File: config.mk
export PLATFORM = sky130hd
export DESIGN_NAME = osd_stm_trace_arb
export DESIGN_NICKNAME = d
export VERILOG_FILES = /design/src/rtl/osd_stm_pkg.sv /design/src/rtl/osd_rr_arbiter.sv /design/src/rtl/osd_stm_trace_arb.sv
export SDC_FILE = /design/constraint.sdc
export NUM_CORES = 1
export LEC_CHECK = 0
export ABC_AREA = 1
export BUFFER_PORTS_ARGS = -buffer_cell sky130_fd_sc_hd__buf_2
export CAP_MARGIN = 20
export CELL_PAD_IN_SITES_DETAIL_PLACEMENT = 1
export CELL_PAD_IN_SITES_GLOBAL_PLACEMENT = 1
export CORE_AREA = 8 8 233 235
export DETAILED_ROUTE_END_ITERATION = 8
export DIE_AREA = 0 0 241 243
export GPL_ROUTABILITY_DRIVEN = 1
export MAX_ROUTING_LAYER = met4
export PLACE_DENSITY_LB_ADDON = 0.12
export SLEW_MARGIN = 15
export SYNTH_ARGS = -nofsm -noshare
export SYNTH_HDL_FRONTEND = slang
export SYNTH_SLANG_ARGS = --single-unit
File: constraint.sdc
create_clock -name clk -period 5.5 [get_ports clk]
set_input_delay 1.1 -clock clk [delete_from_list [all_inputs] [get_ports clk]]
set_output_delay 1.1 -clock clk [all_outputs]
set_load 0.02 [all_outputs]
File: src/rtl/osd_stm_pkg.sv
// Shared definitions for the STM trace arbiter.
//   LOST_ID       : trace id carried by a drop report
//   ID_W          : width of a trace id
//   DROP_PORT_W   : width of the port-index field in a drop report
//   gnt_kind_e    : what the arbiter granted in a cycle
// Drop report value layout (XLEN bits, zero-extended):
//   [DROPW+DROP_PORT_W-1:DROPW] port index, [DROPW-1:0] drop count.
package osd_stm_pkg;

  localparam int          ID_W        = 16;
  localparam logic [15:0] LOST_ID     = 16'hFFFF;
  localparam int          DROP_PORT_W = 4;

  typedef enum logic [1:0] {
    GNT_NONE  = 2'd0,
    GNT_EVENT = 2'd1,
    GNT_DROP  = 2'd2
  } gnt_kind_e;

  // Classify the winner of a cycle: a full buffer always goes out as an
  // event; an empty buffer can only have won because of its drop counter.
  function automatic gnt_kind_e classify_grant(input logic any, input logic buf_full);
    if (!any)          return GNT_NONE;
    else if (buf_full) return GNT_EVENT;
    else               return GNT_DROP;
  endfunction

endpackage

File: src/rtl/osd_rr_arbiter.sv
// Round-robin arbiter with rotating priority.
//   clk, rst : clock and synchronous active-high reset
//   req      : per-port request vector
//   gnt      : one-hot grant (all zero when no request)
//   gnt_idx  : binary index of the granted port
//   gnt_any  : at least one port granted
// Priority starts at the port after the last granted one; port 0 after reset.
module osd_rr_arbiter #(
  parameter int NPORTS = 4,
  parameter int IDXW   = $clog2(NPORTS)
) (
  input  logic              clk,
  input  logic              rst,
  input  logic [NPORTS-1:0] req,
  output logic [NPORTS-1:0] gnt,
  output logic [IDXW-1:0]   gnt_idx,
  output logic              gnt_any
);

  logic [IDXW-1:0] ptr_q;
  logic [IDXW-1:0] ptr_d;
  int              j;

  always_comb begin
    gnt     = '0;
    gnt_idx = '0;
    gnt_any = 1'b0;
    j       = 0;
    // Walk the ports starting at the pointer, wrapping at NPORTS.
    for (int i = 0; i < NPORTS; i++) begin
      j = int'(ptr_q) + i;
      if (j >= NPORTS) j = j - NPORTS;
      if (!gnt_any && req[j]) begin
        gnt_any = 1'b1;
        gnt[j]  = 1'b1;
        gnt_idx = IDXW'(j);
      end
    end
  end

  always_comb begin
    ptr_d = ptr_q;
    if (gnt_any) begin
      ptr_d = (int'(gnt_idx) == NPORTS - 1) ? '0 : gnt_idx + IDXW'(1);
    end
  end

  always_ff @(posedge clk) begin
    if (rst) ptr_q <= '0;
    else     ptr_q <= ptr_d;
  end

endmodule

File: src/rtl/osd_stm_trace_arb.sv
// Merges NPORTS fire-and-forget trace requesters onto one STM trace input.
//   clk, rst     : clock, synchronous active-high reset
//   enable       : accept new requester events when 1
//   req_valid    : per-port event strobe
//   req_id       : per-port 16-bit id, port p at [16p+15:16p]
//   req_value    : per-port value, port p at [XLEN*p+XLEN-1:XLEN*p]
//   trace_valid  : merged event strobe (registered)
//   trace_id     : merged event id (held when idle)
//   trace_value  : merged event value (held when idle)
//   drop_pending : per-port "drop counter nonzero" (registered)
// Each port owns a one-entry buffer and a saturating drop counter. Events
// arriving on a full, non-granted buffer are discarded and counted; the
// count is later reported as a LOST_ID event once the buffer is empty.
module osd_stm_trace_arb
  import osd_stm_pkg::*;
#(
  parameter int NPORTS = 4,
  parameter int XLEN   = 64,
  parameter int DROPW  = 16
) (
  input  logic                   clk,
  input  logic                   rst,
  input  logic                   enable,
  input  logic [NPORTS-1:0]      req_valid,
  input  logic [NPORTS*16-1:0]   req_id,
  input  logic [NPORTS*XLEN-1:0] req_value,
  output logic                   trace_valid,
  output logic [15:0]            trace_id,
  output logic [XLEN-1:0]        trace_value,
  output logic [NPORTS-1:0]      drop_pending
);

  localparam int IDXW = $clog2(NPORTS);

  function automatic logic [DROPW-1:0] sat_inc(input logic [DROPW-1:0] v);
    return (&v) ? v : v + DROPW'(1);
  endfunction

  function automatic logic [XLEN-1:0] drop_report(input logic [IDXW-1:0]  port,
                                                  input logic [DROPW-1:0] cnt);
    logic [XLEN-1:0] r;
    r                        = '0;
    r[DROPW-1:0]             = cnt;
    r[DROPW +: DROP_PORT_W]  = DROP_PORT_W'(port);
    return r;
  endfunction

  logic              buf_vld_q   [NPORTS];
  logic              buf_vld_d   [NPORTS];
  logic [ID_W-1:0]   buf_id_q    [NPORTS];
  logic [ID_W-1:0]   buf_id_d    [NPORTS];
  logic [XLEN-1:0]   buf_val_q   [NPORTS];
  logic [XLEN-1:0]   buf_val_d   [NPORTS];
  logic [DROPW-1:0]  drop_cnt_q  [NPORTS];
  logic [DROPW-1:0]  drop_cnt_d  [NPORTS];

  logic              trace_valid_q, trace_valid_d;
  logic [ID_W-1:0]   trace_id_q,    trace_id_d;
  logic [XLEN-1:0]   trace_value_q, trace_value_d;
  logic [NPORTS-1:0] drop_pending_q, drop_pending_d;

  logic [NPORTS-1:0] cand;
  logic [NPORTS-1:0] gnt;
  logic [IDXW-1:0]   gnt_idx;
  logic              gnt_any;
  gnt_kind_e         gnt_kind;

  // A nonzero counter only makes a candidate once its buffer is empty, but
  // a full buffer is a candidate anyway, so the OR below is equivalent.
  always_comb begin
    for (int p = 0; p < NPORTS; p++) begin
      cand[p] = buf_vld_q[p] | (drop_cnt_q[p] != '0);
    end
  end

  osd_rr_arbiter #(
    .NPORTS (NPORTS),
    .IDXW   (IDXW)
  ) u_arb (
    .clk     (clk),
    .rst     (rst),
    .req     (cand),
    .gnt     (gnt),
    .gnt_idx (gnt_idx),
    .gnt_any (gnt_any)
  );

  // Output select: buffered event or drop report of the granted port.
  always_comb begin
    gnt_kind      = classify_grant(gnt_any, buf_vld_q[gnt_idx]);
    trace_valid_d = gnt_any;
    trace_id_d    = trace_id_q;
    trace_value_d = trace_value_q;
    case (gnt_kind)
      GNT_EVENT: begin
        trace_id_d    = buf_id_q[gnt_idx];
        trace_value_d = buf_val_q[gnt_idx];
      end
      GNT_DROP: begin
        trace_id_d    = LOST_ID;
        trace_value_d = drop_report(gnt_idx, drop_cnt_q[gnt_idx]);
      end
      default: ;
    endcase
  end

  // Per-port buffer and drop-counter update.
  always_comb begin
    logic             take;
    logic             drop;
    logic [DROPW-1:0] cnt_base;
    take     = 1'b0;
    drop     = 1'b0;
    cnt_base = '0;
    for (int p = 0; p < NPORTS; p++) begin
      // A granted buffer frees its slot this cycle, so it can reload at once.
      buf_vld_d[p] = buf_vld_q[p] & ~gnt[p];
      buf_id_d[p]  = buf_id_q[p];
      buf_val_d[p] = buf_val_q[p];
      take         = enable & req_valid[p];
      drop         = take & buf_vld_d[p];
      if (take && !buf_vld_d[p]) begin
        buf_vld_d[p] = 1'b1;
        buf_id_d[p]  = req_id[16*p +: 16];
        buf_val_d[p] = req_value[XLEN*p +: XLEN];
      end
      // A report clears the counter; a drop in the same cycle restarts at 1.
      cnt_base          = (gnt[p] && !buf_vld_q[p]) ? '0 : drop_cnt_q[p];
      drop_cnt_d[p]     = drop ? sat_inc(cnt_base) : cnt_base;
      drop_pending_d[p] = (drop_cnt_d[p] != '0);
    end
  end

  // Register stage: control state and outputs.
  always_ff @(posedge clk) begin
    if (rst) begin
      trace_valid_q  <= 1'b0;
      trace_id_q     <= '0;
      trace_value_q  <= '0;
      drop_pending_q <= '0;
      for (int p = 0; p < NPORTS; p++) begin
        buf_vld_q[p]  <= 1'b0;
        drop_cnt_q[p] <= '0;
      end
    end else begin
      trace_valid_q  <= trace_valid_d;
      trace_id_q     <= trace_id_d;
      trace_value_q  <= trace_value_d;
      drop_pending_q <= drop_pending_d;
      for (int p = 0; p < NPORTS; p++) begin
        buf_vld_q[p]  <= buf_vld_d[p];
        drop_cnt_q[p] <= drop_cnt_d[p];
      end
    end
  end

  // Buffer payload is qualified by buf_vld_q and needs no reset.
  always_ff @(posedge clk) begin
    for (int p = 0; p < NPORTS; p++) begin
      buf_id_q[p]  <= buf_id_d[p];
      buf_val_q[p] <= buf_val_d[p];
    end
  end

  assign trace_valid  = trace_valid_q;
  assign trace_id     = trace_id_q;
  assign trace_value  = trace_value_q;
  assign drop_pending = drop_pending_q;

endmodule
* Word level (Yosys, flattened, before mapping) *
Memories as Yosys holds them, arrays and structs flattened.
Index checks and enable logic that the tools add are counted.
Widths: inputs -> output; s select.

storage, ports and cells
  bits of input ports = 327
  output and inout port bits = 85
  register bits after elaboration = 87
  memories kept = 4
  memory bits (writable) = 388
  word-level logic and storage cells = 186

operators by class
  add/subtract/negate cells = 12
  bitwise logic cells = 31
  order comparisons = 12
  equal/unequal tests = 7
  reductions and logical operators = 39
  muxes and demuxes = 76

memories
  name        depth  width  rd ports  clocked after memory_dff  wr ports  RTL line                 source
  buf_val_q   4      64     1         0                         4         osd_stm_trace_arb.sv:52  logic [XLEN-1:0] buf_val_q [NPORTS];
  buf_id_q    4      16     1         0                         4         osd_stm_trace_arb.sv:50  logic [ID_W-1:0] buf_id_q [NPORTS];
  drop_cnt_q  4      16     5         0                         4         osd_stm_trace_arb.sv:54  logic [DROPW-1:0] drop_cnt_q [NPORTS];
  buf_vld_q   4      1      5         0                         4         osd_stm_trace_arb.sv:48  logic buf_vld_q [NPORTS];

operator list
  kind                   count
  $mux 16                20
  $mux 64                4
  $ge 32x1->1 const B    4
  $lt 32x4->1 const B    4
  $mux 32                4
  $pmux 64 s2            1
  $reduce_bool 16->1     8
  $ge 32x4->1 const B    3
  $sub 32x4->32 const B  3
  $add 16x1->16 const B  4
  $reduce_and 16->1      4
  $pmux 16 s2            1
  $mux 1                 27
  $mux 4                 4
  $logic_and 1x1->1      15
  $mux 2                 7
  $and 1x1->1            12
  $or 1x1->1             12
  $or 4x4->4             3
  $logic_not 1->1        11
  $bmux 1 s2             4
  $demux 1 s2            4
  $add 2x2->3 const B    2
  $eq 2x1->1 const B     2
  8 further kinds        14

* Depth between registers and ports, before layout *
An unclocked memory read counts as a cell.

  word-level depth = 22
  gate-level depth with buffers = 31
  depth with buffers taken out = 29

* Modules after synthesis *
Synthesis repeated with hierarchy kept, for this count alone.

second synthesis, totals
  cell total of the unflattened synthesis = 2298
  area, all modules = 21280.4 µm²

modules (own cells, without submodules)
  module             times used  area an instance (µm²)  cells an instance  sequential area each (µm²)
  osd_stm_trace_arb  1           20622.3                 2210               12672.2
  osd_rr_arbiter     1           658.1                   88                 40.0

* Worst setup path after synthesis *
No wires, ideal clock.

  path type = flip-flop to flip-flop
  from = register (tool-made name)
  to = memory buf_id_q[0][0], enable pin
  slack = 1.673 ns
  required time = 5.066 ns
  library setup time = 0.434 ns
  arrival = 3.393 ns
  period minus slack after synthesis = 3.827 ns
  cell stages (with the launch flop) = 12
  path buffers = 1
  cells stage by stage = dfxtp_1 -> buf_2 -> inv_1 -> ha_1 -> inv_1 -> nand3_2 -> nand2_4 -> nor2_8 -> nand4_1 -> nand4_1 -> nand3_1 -> inv_1

RTL lines
  element        RTL line
  end, declared  osd_stm_trace_arb.sv:50

==> results.sh <==
export IMPL_die_w_um=241
export IMPL_maxUsedRoutingLayer="met4"
export IMPL_slew_headroom_pct=30.6
export IMPL_ctsLongestPathBuffers=3
export IMPL_max_slew_worst_pin_slew_ns=1.04
export IMPL_routed_wl_um=80700
export IMPL_post_synth_and_or_nand_nor_area_fraction_pct=21.1
export IMPL_cts_hold_repair_buffers=0
export IMPL_final_hold_worst_slack_ns=0.466
export IMPL_met1_length_um=33600
export IMPL_power_leakage_nw=10.5
export IMPL_coreArea_um2=50700
export IMPL_startpoint_type="register"
export IMPL_overflow=0
export IMPL_critical_path_class="register to register"
export IMPL_synthMuxAreaShare_pct=0.0475
export IMPL_tritoncts="yes"
export IMPL_wl_met2_um=40300
export IMPL_initial_antenna_violation_count=30
export IMPL_report_final_slew_viol_count=0
export IMPL_area_delta_synth_final_pct=21.2
export IMPL_wl_met3_um=4850
export IMPL_run_status="completed"
export IMPL_initial_drc_count=1213
export IMPL_hp_class="register to register"
export IMPL_tritoncts_num_buffers=52
export IMPL_io_pins=412
export IMPL_critPathCaptureType="register"
export IMPL_grt_max_degree=98
export IMPL_start_util_pct=41.6
export IMPL_cts_root_buffer_cell="sky130_fd_sc_hd__clkbuf_16"
export IMPL_fin_crit_ns=4.66
export IMPL_synth_adder_area_share_pct=0.713
export IMPL_dp_slack_ns=0.795
export IMPL_htree_levels=2
export IMPL_synth_net_count=2582
export IMPL_post_route_cells_drive_above_1_share_pct=22.2
export IMPL_io_buffer_count=411
export IMPL_power_per_cell_area_nw_per_um2=647
export IMPL_syn_avg_cell_area_um2=9.39
export IMPL_antenna_left=0
export IMPL_area_leader_netlist="sky130_fd_sc_hd__edfxtp_1"
export IMPL_netlist_top_cells_area="sky130_fd_sc_hd__edfxtp_1 (46%), sky130_fd_sc_hd__dfxtp_1 (15%), sky130_fd_sc_hd__nand2_1 (8.1%)"
export IMPL_fraction_of_synthesized_cell_area_in_xor_and_xnor_cells_pct=0.873
export IMPL_wire_per_inst_um=23.9
export IMPL_synth_register_bits=475
export IMPL_clk_pin_slew_ns=0.07
export IMPL_final_net_count=2954
export IMPL_die_area_um2=58600
export IMPL_worst_endpoint_required_time_ns=5.95
export IMPL_synth_compound_area_share_pct=11.4
export IMPL_worstSkewPairLatency_ns=0.59
export IMPL_yosys_cell_types_count=41
export IMPL_via_count=18200
export IMPL_postCtsSetupRepairBufs=0
export IMPL_combinational_family_with_the_most_area_after_synthesis="simple AND/OR/NAND/NOR gates"
export IMPL_max_freq_mhz=215
export IMPL_place_congestion=0.913
export IMPL_grt_usage_pct=27.5
export IMPL_post_synth_top_area_fraction_pct=45.6
export IMPL_total_standard_cell_area_after_synthesis_um2=21100
export IMPL_sum_of_negative_setup_slack_ns=0
export IMPL_avgViaCountPerCell=5.41
export IMPL_post_synth_inst_count=2243
export IMPL_grt_pass1_wl_um=120000
export IMPL_synth_yosys_seq_area_share_pct=60.4
export IMPL_post_route_worst_setup_slack_ns=0.842
export IMPL_maximum_fanout_along_the_worst_path=33
export IMPL_final_setup_skew_ns=0.0167
export IMPL_sink_count_of_the_clock_tree=475
export IMPL_vdd_drop_max_mv=0.589
export IMPL_drt_first_pass_iters=5
export IMPL_cts_repair_resized=0
export IMPL_post_route_drc_count=0
export IMPL_hold_viol_final=0
export IMPL_synth_warning_count=0
export IMPL_vias_in_the_first_global_route=19300
export IMPL_floorplan_rows=83
export IMPL_maxCapViolCount=0
export IMPL_cp_arrival_ns=5.11
export IMPL_grt_setup_unrepaired="false"
export IMPL_fp_dieH_um=243
export IMPL_fill_cells=5944
export IMPL_share_of_the_clock_period_used_by_the_worst_path_after_layout_pct=84.7
export IMPL_detailed_place_hpwl_um=57200
export IMPL_setup_violations_final=0
-- cell type report --
cell class	count	area, µm²	area share, %
repair buffers	437	2330	9.13
well taps	680	851	3.33
multi-input cells	1494	7220	28.3
clock inverters	32	330	1.29
inverters	155	597	2.34
diodes	31	77.6	0.304
flip-flops and latches	475	12700	49.8
clock buffers	65	1400	5.49
-- report_power, final --
group | switching (mW) | leakage (nW) | internal (mW)
Combinational | 6.13 | 5.37 | 2.33
Sequential | 0.190 | 4.25 | 4.29
Clock | 1.49 | 0.847 | 2.09
Total | 7.80 | 10.5 | 8.71
-- final timing paths --
| check | cells past startpoint | to | start | slack (ns) |
|---|---|---|---|---|
| worst max-delay path | 22 | drop_pending[3] | register | 0.84 |
| worst min-delay path | 2 | trace_value[47] | trace_value[47] | 0.47 |
| worst max register to register | 22 | drop_pending[3] | register | 0.84 |
| worst min register to register | 2 | trace_value[47] | trace_value[47] | 0.47 |
-- logic make-up after synthesis --
| group | after synthesis |
|---|---|
| mux | 1 |
| xor+xnor | 21 |
| buf+inv | 274 |
| flops | 475 |
| fa+ha+maj | 12 |
| compound gates | 441 |
| simple gates | 1019 |
-- synthesized netlist by cell type --
cell,count
sky130_fd_sc_hd__xor2_1,17
sky130_fd_sc_hd__edfxtp_1,320
sky130_fd_sc_hd__nand2_1,452
sky130_fd_sc_hd__nand3b_2,2
sky130_fd_sc_hd__buf_6,7
sky130_fd_sc_hd__dfxtp_1,155
sky130_fd_sc_hd__buf_4,9
sky130_fd_sc_hd__nand2_2,13
sky130_fd_sc_hd__o211a_1,1
sky130_fd_sc_hd__a32o_1,16
sky130_fd_sc_hd__nand2_4,6
sky130_fd_sc_hd__nor2_8,1
sky130_fd_sc_hd__nand4_2,2
sky130_fd_sc_hd__o21bai_1,1
sky130_fd_sc_hd__nand4_1,43
sky130_fd_sc_hd__nor3_1,5
sky130_fd_sc_hd__nand3_1,120
sky130_fd_sc_hd__a31oi_1,11
sky130_fd_sc_hd__nand3b_1,12
sky130_fd_sc_hd__clkbuf_1,71
sky130_fd_sc_hd__o21ai_0,178
sky130_fd_sc_hd__nor2_4,5
sky130_fd_sc_hd__a221oi_1,2
sky130_fd_sc_hd__nand3_2,16
sky130_fd_sc_hd__xnor2_1,4
sky130_fd_sc_hd__inv_1,142
sky130_fd_sc_hd__nor2_1,331
sky130_fd_sc_hd__o22ai_1,64
sky130_fd_sc_hd__nor2_2,10
sky130_fd_sc_hd__buf_1,4
sky130_fd_sc_hd__o21ai_2,1
sky130_fd_sc_hd__o211ai_1,3
sky130_fd_sc_hd__inv_2,7
sky130_fd_sc_hd__mux2i_1,1
sky130_fd_sc_hd__buf_2,28
sky130_fd_sc_hd__o21ai_1,19
sky130_fd_sc_hd__ha_1,12
sky130_fd_sc_hd__nand4_4,1
sky130_fd_sc_hd__o221ai_1,1
sky130_fd_sc_hd__a21oi_1,144
sky130_fd_sc_hd__clkinv_1,6
-- sequential cells by signal (all words and copies together), names as in the netlist, named ones only --
register,cells
buf_vld_q,4
trace_id,16
drop_pending,4
trace_valid,1
drop_cnt_q,64
buf_id_q,64
trace_value,64
buf_val_q,256
u_arb.ptr_q,1
-- layout by cell type, fill, tap and decap left out, drive strengths merged --
master    instances
inv             149
ha               12
nand2           471
xnor2             4
clkinv           28
a32o             16
nor3              5
diode            31
o211ai            3
clkbuf           65
a31oi            11
nor2            347
edfxtp          320
a21oi           144
xor2             17
mux2i             1
nand3b           14
o211a             1
o22ai            64
a221oi            2
o21ai           198
nand3           136
clkinvlp          4
dfxtp           155
buf             437
bufinv            6
o221ai            1
nand4            46
o21bai            1
-- routing by layer --
| layer | global-route usage, % | vias up |
|---|---|---|
| met5 | - | - |
| met4 | 6.94 | 0 |
| met3 | 6.24 | 104 |
| met2 | 45.8 | 501 |
| met1 | 33.5 | 9139 |
| li1 | - | 8472 |
-- critical path, cell delays in order (launching register included) --
cell	delay [ns]
sky130_fd_sc_hd__dfxtp_1	0.59
sky130_fd_sc_hd__inv_1	0.27
sky130_fd_sc_hd__ha_1	0.43
sky130_fd_sc_hd__o21ai_1	0.48
sky130_fd_sc_hd__nand4_1	0.20
sky130_fd_sc_hd__nand3_1	0.12
sky130_fd_sc_hd__nand2_2	0.38
sky130_fd_sc_hd__nand2_1	0.23
sky130_fd_sc_hd__inv_1	0.08
sky130_fd_sc_hd__ha_1	0.21
sky130_fd_sc_hd__nand2_1	0.09
sky130_fd_sc_hd__nand3b_1	0.15
sky130_fd_sc_hd__nor2_1	0.13
sky130_fd_sc_hd__nand2_2	0.12
sky130_fd_sc_hd__nor2_1	0.05
sky130_fd_sc_hd__nor2_1	0.33
sky130_fd_sc_hd__nand2_1	0.10
sky130_fd_sc_hd__nand2_1	0.09
sky130_fd_sc_hd__nand2_1	0.07
sky130_fd_sc_hd__nor2_1	0.10
sky130_fd_sc_hd__nand2_1	0.08
sky130_fd_sc_hd__nor2_1	0.12
sky130_fd_sc_hd__a21oi_1	0.08
-- per-stage QoR --
stage	power [mW]	area (µm²)	util, %	std cells
floorplan	10.2	21100	-	2243
global placement	12.7	23700	46.8	3240
detailed placement	13.0	23700	46.8	3240
CTS	16.6	25400	50.2	3337
global route	17.5	25500	50.3	3367
finish	16.5	25500	50.3	3369
Note: power is estimated with default switching activity, not from simulation.
